File: config.mk
export PLATFORM = sky130hd
export DESIGN_NAME = ex_muldiv_unit_flat
export DESIGN_NICKNAME = d
export VERILOG_FILES = /design/src/rtl/ex_muldiv_unit_if.sv /design/src/rtl/ex_muldiv_unit.sv /design/src/flat_wrapper.sv
export SDC_FILE = /design/constraint.sdc
export NUM_CORES = 2
export LEC_CHECK = 0
export CAP_MARGIN = 20
export CORE_MARGIN = 1.5
export CORE_UTILIZATION = 35
export CTS_BUF_LIST = sky130_fd_sc_hd__clkbuf_4 sky130_fd_sc_hd__clkbuf_8 sky130_fd_sc_hd__clkbuf_16
export DETAILED_ROUTE_END_ITERATION = 16
export PLACE_DENSITY_LB_ADDON = 0.25
export SLEW_MARGIN = 30
export SYNTH_ARGS = -nofsm -noshare
export SYNTH_HDL_FRONTEND = slang
export SYNTH_SLANG_ARGS = --single-unit
File: constraint.sdc
create_clock -name clk -period 8.95 [get_ports clk]
set_clock_uncertainty 0.15 [all_clocks]
set_input_delay 1.79 -clock clk [delete_from_list [all_inputs] [get_ports clk]]
set_output_delay 1.79 -clock clk [all_outputs]
set_load 0.05 [all_outputs]
File: src/rtl/ex_muldiv_unit_if.sv
`default_nettype none
// ============================================================================
// Module      : ex_muldiv_unit_if
// Description : Request/result bundle between the EX stage and the
//               multiply/divide unit.
// Revision    : 1.0 - initial release
// ============================================================================
interface ex_muldiv_unit_if #(
    parameter int DATA_WIDTH = 32
);
    logic                  start;
    logic [2:0]            op;
    logic [DATA_WIDTH-1:0] operand_1;
    logic [DATA_WIDTH-1:0] operand_2;
    logic [DATA_WIDTH-1:0] hi_in;
    logic [DATA_WIDTH-1:0] lo_in;
    logic                  flush;
    logic                  stall_req;
    logic                  done;
    logic                  write_hilo_en;
    logic [DATA_WIDTH-1:0] hi_out;
    logic [DATA_WIDTH-1:0] lo_out;

    modport master (
        output start, op, operand_1, operand_2, hi_in, lo_in, flush,
        input  stall_req, done, write_hilo_en, hi_out, lo_out
    );

    modport slave (
        input  start, op, operand_1, operand_2, hi_in, lo_in, flush,
        output stall_req, done, write_hilo_en, hi_out, lo_out
    );
endinterface
`default_nettype wire

File: src/rtl/ex_muldiv_unit.sv
`default_nettype none
// ============================================================================
// Module      : ex_muldiv_unit
// Description : Multi-cycle MULT/MULTU/DIV/DIVU unit writing HI/LO; MADD/MSUB
//               accumulate ops are built only when MULDIV_MADD_EN is defined.
// Revision    : 1.0 - initial release
// ============================================================================
module ex_muldiv_unit #(
    parameter int DATA_WIDTH = 32,
    parameter int MUL_STAGES = 2
) (
    input  logic               clk,
    input  logic               rst_n,
    ex_muldiv_unit_if.slave    bus
);
    localparam int W     = DATA_WIDTH;
    localparam int CNT_W = $clog2(W + MUL_STAGES + 2);

    localparam logic [1:0] S_IDLE = 2'd0;
    localparam logic [1:0] S_MUL  = 2'd1;
    localparam logic [1:0] S_DIV  = 2'd2;
    localparam logic [1:0] S_DONE = 2'd3;

    logic [1:0]       state_q, state_d;
    logic [CNT_W-1:0] cnt_q;
    logic [W-1:0]     a_q, b_q;
    logic             uns_q;
    logic [W-1:0]     quo_q, rem_q, dvs_q;
    logic             qneg_q, rneg_q, dz_q;
    logic [W-1:0]     hi_q, lo_q;

    logic             op_ok, accept, is_div_in, finish;
    logic             mul_hit, div_hit;
    logic [CNT_W-1:0] mul_last;
    logic             dvd_neg, dvs_neg;
    logic [W-1:0]     abs_a, abs_b;
    logic [2*W-1:0]   a_ext, b_ext, prod, mul_res, div_res;
    logic [W:0]       trial, diff;
    logic [W-1:0]     q_fix, r_fix;
    logic             done_w, stall_w;

`ifdef MULDIV_MADD_EN
    logic             acc_en_q, sub_q;
    logic [2*W-1:0]   acc_q;
    assign op_ok    = 1'b1;
    assign mul_last = acc_en_q ? CNT_W'(MUL_STAGES) : CNT_W'(MUL_STAGES - 1);
    assign mul_res  = !acc_en_q ? prod : (sub_q ? acc_q - prod : acc_q + prod);
`else
    assign op_ok    = ~bus.op[2];
    assign mul_last = CNT_W'(MUL_STAGES - 1);
    assign mul_res  = prod;
`endif

    assign accept    = bus.start & ~bus.flush & op_ok & (state_q == S_IDLE);
    assign is_div_in = (bus.op[2:1] == 2'b01);

    // Divider works on magnitudes; signs are reapplied when the result is written.
    assign dvd_neg = ~bus.op[0] & bus.operand_1[W-1];
    assign dvs_neg = ~bus.op[0] & bus.operand_2[W-1];
    assign abs_a   = dvd_neg ? (~bus.operand_1 + W'(1)) : bus.operand_1;
    assign abs_b   = dvs_neg ? (~bus.operand_2 + W'(1)) : bus.operand_2;

    assign a_ext = uns_q ? {{W{1'b0}}, a_q} : {{W{a_q[W-1]}}, a_q};
    assign b_ext = uns_q ? {{W{1'b0}}, b_q} : {{W{b_q[W-1]}}, b_q};
    assign prod  = a_ext * b_ext;

    assign trial   = {rem_q, quo_q[W-1]};
    assign diff    = trial - {1'b0, dvs_q};
    assign q_fix   = qneg_q ? -quo_q : quo_q;
    assign r_fix   = rneg_q ? -rem_q : rem_q;
    assign div_res = dz_q ? {a_q, {W{1'b1}}} : {r_fix, q_fix};

    assign mul_hit = (cnt_q == mul_last);
    assign div_hit = dz_q | (cnt_q == CNT_W'(W));

    always_ff @(posedge clk or negedge rst_n) begin
        if (!rst_n) state_q <= S_IDLE;
        else        state_q <= state_d;
    end

    always_comb begin
        state_d = state_q;
        case (state_q)
            S_IDLE:  if (accept) state_d = is_div_in ? S_DIV : S_MUL;
            S_MUL:   if (mul_hit) state_d = S_DONE;
            S_DIV:   if (div_hit) state_d = S_DONE;
            S_DONE:  state_d = S_IDLE;
            default: state_d = S_IDLE;
        endcase
        if (bus.flush) state_d = S_IDLE;
    end

    always_comb begin
        done_w  = (state_q == S_DONE);
        stall_w = accept | (state_q == S_MUL) | (state_q == S_DIV);
    end

    // A flushed op never reaches DONE, so hi/lo keep their previous result.
    assign finish = (state_d == S_DONE) & (state_q != S_DONE);

    always_ff @(posedge clk or negedge rst_n) begin
        if (!rst_n) begin
            cnt_q  <= '0;
            a_q    <= '0;
            b_q    <= '0;
            uns_q  <= 1'b0;
            quo_q  <= '0;
            rem_q  <= '0;
            dvs_q  <= '0;
            qneg_q <= 1'b0;
            rneg_q <= 1'b0;
            dz_q   <= 1'b0;
            hi_q   <= '0;
            lo_q   <= '0;
`ifdef MULDIV_MADD_EN
            acc_en_q <= 1'b0;
            sub_q    <= 1'b0;
            acc_q    <= '0;
`endif
        end else begin
            if (accept) begin
                cnt_q  <= '0;
                a_q    <= bus.operand_1;
                b_q    <= bus.operand_2;
                uns_q  <= bus.op[0];
                quo_q  <= abs_a;
                rem_q  <= '0;
                dvs_q  <= abs_b;
                qneg_q <= dvd_neg ^ dvs_neg;
                rneg_q <= dvd_neg;
                dz_q   <= (bus.operand_2 == '0);
`ifdef MULDIV_MADD_EN
                acc_en_q <= bus.op[2];
                sub_q    <= bus.op[1];
                acc_q    <= {bus.hi_in, bus.lo_in};
`endif
            end else if (state_q == S_MUL || state_q == S_DIV) begin
                cnt_q <= cnt_q + 1'b1;
                if (state_q == S_DIV && cnt_q < CNT_W'(W)) begin
                    if (!diff[W]) begin
                        rem_q <= diff[W-1:0];
                        quo_q <= {quo_q[W-2:0], 1'b1};
                    end else begin
                        rem_q <= trial[W-1:0];
                        quo_q <= {quo_q[W-2:0], 1'b0};
                    end
                end
            end
            if (finish) begin
                {hi_q, lo_q} <= (state_q == S_DIV) ? div_res : mul_res;
            end
        end
    end

    assign bus.done          = done_w;
    assign bus.write_hilo_en = done_w;
    assign bus.stall_req     = stall_w;
    assign bus.hi_out        = hi_q;
    assign bus.lo_out        = lo_q;
endmodule
`default_nettype wire

File: src/flat_wrapper.sv
// flat-port wrapper written by rule: the top's interface ports become plain ports
module ex_muldiv_unit_flat 
#(
    parameter int DATA_WIDTH = 32,
    parameter int MUL_STAGES = 2
)
  (clk, rst_n, bus_start, bus_op, bus_operand_1, bus_operand_2, bus_hi_in, bus_lo_in, bus_flush, bus_stall_req, bus_done, bus_write_hilo_en, bus_hi_out, bus_lo_out);
  ex_muldiv_unit_if #(.DATA_WIDTH(DATA_WIDTH)) bus_i ();
  input  logic clk;
  input  logic rst_n;
  input wire logic [$bits(bus_i.start)-1:0] bus_start;
  input wire logic [$bits(bus_i.op)-1:0] bus_op;
  input wire logic [$bits(bus_i.operand_1)-1:0] bus_operand_1;
  input wire logic [$bits(bus_i.operand_2)-1:0] bus_operand_2;
  input wire logic [$bits(bus_i.hi_in)-1:0] bus_hi_in;
  input wire logic [$bits(bus_i.lo_in)-1:0] bus_lo_in;
  input wire logic [$bits(bus_i.flush)-1:0] bus_flush;
  output wire logic [$bits(bus_i.stall_req)-1:0] bus_stall_req;
  output wire logic [$bits(bus_i.done)-1:0] bus_done;
  output wire logic [$bits(bus_i.write_hilo_en)-1:0] bus_write_hilo_en;
  output wire logic [$bits(bus_i.hi_out)-1:0] bus_hi_out;
  output wire logic [$bits(bus_i.lo_out)-1:0] bus_lo_out;
  assign bus_i.start = bus_start;
  assign bus_i.op = bus_op;
  assign bus_i.operand_1 = bus_operand_1;
  assign bus_i.operand_2 = bus_operand_2;
  assign bus_i.hi_in = bus_hi_in;
  assign bus_i.lo_in = bus_lo_in;
  assign bus_i.flush = bus_flush;
  assign bus_stall_req = bus_i.stall_req;
  assign bus_done = bus_i.done;
  assign bus_write_hilo_en = bus_i.write_hilo_en;
  assign bus_hi_out = bus_i.hi_out;
  assign bus_lo_out = bus_i.lo_out;
  ex_muldiv_unit #(.DATA_WIDTH(DATA_WIDTH), .MUL_STAGES(MUL_STAGES)) u_core (.clk(clk), .rst_n(rst_n), .bus(bus_i));
endmodule
* Word-level counts from Yosys, hierarchy flattened *
Cells that the tools add are included.

word-level totals
  register bits = 236
  bits of input ports = 135
  output and inout port bits = 67
  word-level logic and storage cells = 75

operators by class
  $add $sub $neg = 6
  $mul = 1
  order comparisons = 1
  equality and inequality tests = 8
  muxes and demuxes = 24
  bitwise operators = 15
  reduce and logical (&&, ||, !) cells = 7

operators with widths
  operator                                                          count
  32-bit two-way mux                                                11
  64-bit two-way mux                                                4
  32-bit by 1-bit adder with 32-bit output (second input constant)  2
  64-bit by 64-bit multiplier with 64-bit output                    1
  32-bit negator                                                    2
  32-bit NOT                                                        2
  33-bit by 32-bit subtractor with 33-bit output                    1
  32-bit logical NOT                                                1
  6-bit two-way mux                                                 2
  2-bit two-way mux                                                 5
  2-bit one-hot mux with 4 select lines                             1
  6-bit by 1-bit adder with 6-bit output (second input constant)    1
  1-bit AND                                                         6
  2-bit == test (second input constant)                             3
  6-bit by 1-bit == test with 1-bit output (second input constant)  1
  6-bit == test (second input constant)                             1
  6-bit less-than comparator (second input constant)                1
  2-bit by 1-bit == test with 1-bit output (second input constant)  2
  2-bit nonzero test                                                2
  1-bit NOT                                                         3
  1-bit OR                                                          3
  2-bit logical NOT                                                 1
  2-bit inequality test (second input constant)                     1
  2-bit AND reduction                                               1
  4 further kinds                                                   4

* Logic depth before layout (Yosys ltp) *
  depth in word-level cells = 9
  gate-level depth with buffers = 36
  depth with buffers taken out = 33

* Least setup slack after synthesis *
OpenSTA, ideal clock, no wires.

  path type = register to register
  start point = reg u_core.a_q[31]
  end point = reg u_core.hi_q[29] (netlist: u_core.bus.hi_out[29])
  setup time = 138 ps
  arrival time = 9229 ps
  data required time = 8662 ps
  slack = -566 ps
  cell stages (with the launch flop) = 31
  buffers on the path = 2
  period minus slack after synthesis = 9516 ps
  cell sequence = dfrtp_1 > nor2b_1 > clkbuf_1 > clkbuf_1 > nand2_1 > fa_1 > inv_1 > fa_1 > fa_1 > inv_1 > fa_1 > inv_1 > fa_1 > fa_1 > fa_1 > fa_1 > fa_1 > inv_1 > fa_1 > inv_1 > ha_1 > a21o_1 > or3_1 > o21ai_0 > o21ai_0 > a21oi_1 > o21ai_0 > a22oi_1 > o21ai_0 > mux2i_1 > a31oi_1

between the ends
  cells in the longest elaborated chain, start to end = 3

ends and longest elaborated chain
  element                                         line                   RTL
  start, declared                                 ex_muldiv_unit.sv:26   logic [W-1:0] a_q, b_q;
  start signal, assigned                          ex_muldiv_unit.sv:123  a_q <= bus.operand_1;
  64-bit two-way mux                              ex_muldiv_unit.sv:63   assign a_ext = uns_q ? {{W{1'b0}}, a_q} : {{W{a_q[W-1]}}, a_q};
  64-bit by 64-bit multiplier with 64-bit output  ex_muldiv_unit.sv:65   assign prod = a_ext * b_ext;
  64-bit two-way mux                              ex_muldiv_unit.sv:150  {hi_q, lo_q} <= (state_q == S_DIV) ? div_res : mul_res;
  end signal, assigned                            ex_muldiv_unit.sv:150
  end, declared                                   ex_muldiv_unit.sv:30   logic [W-1:0] hi_q, lo_q;

No other way between the ends.
A chain may end at the register's enable or synchronous reset.

* Worst setup path after layout *
  start point = reg u_core.a_q[31]
  end point = reg u_core.hi_q[16] (netlist: u_core.bus.hi_out[16])

The elaborated chain is that of the path after synthesis.

==> metrics.cfg <==
[synth]
yosysTopAreaCell=fa_1
syn_nets=8839
synth-xor-area-share_pct=3.66
synthMuxAreaShare_pct=0.296
async_reset_ff_share_pct=100
synthFlopType=dfrtp_1
ys_top_cells_by_count=inv_1 (1583), fa_1 (1420), nand2_1 (1004)
syn-instance-count=6931
yosys_warnings=0
syn_area_mm2=0.0625
synth_edf_count=0
yosys.area.top_type_share_pct=45.5
synth-seq-area-share_pct=9.41
synth_fa_ha_area_share_pct=52.6
synth_cell_types=88
synth_simple_gate_area_share_pct=15.3
synth_compound_area_share_pct=7.05
ys_seq_elements=235
syn_area_per_cell_um2=9.01
netlist_top_cells_area=fa_1 (46%), inv_1 (9.5%), dfrtp_1 (9.4%)
synth_top_family_by_area=adder cells
synth_most_common_cell=inv_1

[finish]
final_util_pct=42.1
syn_to_final_growth_pct=19.2
num-fill-cells=17500
fin_nets=9363
insertedDiodeCount=0
drive_above_1_share_pct=15.0

[run]
max_cap_viol_count=0

[setup_path]
worst-r2r-setup-slack_ps=20
r2r_end=u_core.bus.hi_out[16]
crit_path_max_fanout=12
arrival_ps=9220
crit_top_cell=fa_1
required_ps=9240
cpPeakStageDelay_ps=600
crit_family=adder cells
path_class=reg -> reg
reg2regPathDepth=35
cp_num_buf_inv=11
startpoint_type=flip-flop
rr_startpoint=u_core.a_q[31]
cp-end-kind=flip-flop
slowest_stage=fa_2

[sta]
hold_viol=0
rsz0062_at_grt=yes
finalCritPeriodShare_pct=99.8
fin_ws_ps=21.3
finalSetupViolCount=0
fin_setup_tns_ps=0
max_slew_margin_pct=34.2
worstMarginPinSlew_ps=986
hold_ws_ps=329
fin_crit_ps=8930
slew_viol_final=0
max_freq_mhz=112

[die]
die_w_um=425
pin_count=202
start_util_pct=35.4
die_y_um=425
core_mm2=0.177
row_count=154
die_area_mm2=0.181

[clock_network]
clkLatencyLatePin_ps=600
clock-sinks=235
cts_hold_buf=0
clk_transition_reported_paths_ps=80
cts-root-buf=clkbuf_16
htree_num_levels=1
cts_tree=built
numCtsBuffers=26
cts_max_path_buffers=3

[run_status]
status=finished clean

[global_routing]
grt-ovfl-total=0
grt_first_pass_wirelength_um=308000
track_usage_pct=22.2
grt_start_max_net_pins=135
grt_pass1_vias=51100
antenna_found_initial=2

[worst_hold_path]
hold-path-cell-count=2
hp-start=u_core.dvs_q[22]
worstHoldEndpoint=u_core.dvs_q[22]
hp-class=reg -> reg

[placed_design]
io_buffers=137
pre_cts_slack_ps=-804
gp_congestion=0.921
place_hpwl_um=171000

[route]
wl_um=197000
num_vias=47600
dr.pass1.iters=8
ant_nets=0
post_drt_wl_per_cell_um=20.0
vias_per_cell=4.85
first_iter_violations=2794
drc_errors=0

-- cell type report --
type                    instances  area, um^2  share of cell area [%]
multi-input cells            4756       50700                    68.1
inverters                    1583        5940                    7.98
well taps                    2340        2930                    3.93
repair buffers                853        8100                    10.9
clock inverters                18         206                   0.277
clock buffers                  30         711                   0.954
flip-flops and latches        235        5900                    7.92
-- worst reg2reg max path: cells and delay by family, from the launching register on --
family / cells / cell delay (ps)
flip-flops: 1 / 390
buffers and inverters: 11 / 1130
AND/OR/NAND/NOR: 8 / 1210
AO/OA/AOI/OAI: 4 / 420
XOR/XNOR: 1 / 130
adder cells (fa/ha/maj): 11 / 5350
-- stage by stage --
step	std cells	instance area, um^2
final	9815	74500
after global routing	9815	74500
after CTS	9772	73100
after detailed placement	9703	71500
after global placement	9703	71500
after floorplan	6931	62500
-- registers in the layout, indices dropped and copies added (netlist names) --
| register | flops |
|---|---|
| u_core.a_q | 32 |
| u_core.bus.hi_out | 32 |
| u_core.bus.lo_out | 32 |
| u_core.dvs_q | 32 |
| u_core.quo_q | 32 |
| u_core.rem_q | 32 |
| u_core.b_q | 31 |
| u_core.cnt_q | 6 |
| u_core.state_q | 2 |
| u_core.dz_q | 1 |
| u_core.qneg_q | 1 |
| u_core.rneg_q | 1 |
| u_core.uns_q | 1 |
-- placed cells by master, fill, tap and decap left out, types with 149 or more instances in the layout --
master | synthesis | layout
o21ai_0 | 234 | 203
nor2_1 | 178 | 171
and2_1 | 597 | 577
xnor2_1 | 153 | 149
ha_1 | 353 | 314
inv_1 | 1583 | 1541
dfrtp_1 | 235 | 221
nand2_1 | 1004 | 990
buf_4 | 3 | 590
fa_1 | 1420 | 1340
-- layer usage --
layer | vias up | GRT usage (%) | share of wire, %
met5 | - | 0 | 0.0036
met4 | 2 | 6.07 | 3.1
met3 | 223 | 2.00 | 5.1
met2 | 1201 | 35.4 | 45
met1 | 24500 | 32.1 | 46
li1 | 21600 | - | -
-- how the worst max path moves through the flow --
stage,cells past startpoint,slack (ps),endpoint,startpoint
floorplan,32,10,u_core.bus.hi_out[27],u_core.a_q[31]
global placement,32,-860,u_core.bus.hi_out[30],u_core.b_q[4]
detailed placement,32,-800,u_core.bus.hi_out[30],u_core.b_q[4]
CTS,35,-8,u_core.bus.hi_out[16],u_core.a_q[31]
global route,33,-290,u_core.bus.hi_out[26],u_core.a_q[31]
finish,35,20,u_core.bus.hi_out[16],u_core.a_q[31]
-- cells by family (layout without fill, tap and decap cells) --
| logic type | Yosys count | count (layout) |
|---|---|---|
| xor+xnor | 258 | 258 |
| flops | 235 | 235 |
| fa+ha+maj | 1777 | 1777 |
| mux | 18 | 18 |
| buf+inv | 1940 | 2484 |
| compound gates | 711 | 711 |
| simple gates | 1992 | 1992 |
-- timing repair --
action	in CTS	in global routing
pin swaps	59	167
setup buffers	21	39
gates cloned	0	3
resized for setup	131	263
endpoints found under the setup margin	32	32
Power is not shown: default switching activity piles up to over one toggle a cycle in this logic, so the estimate is an artifact.
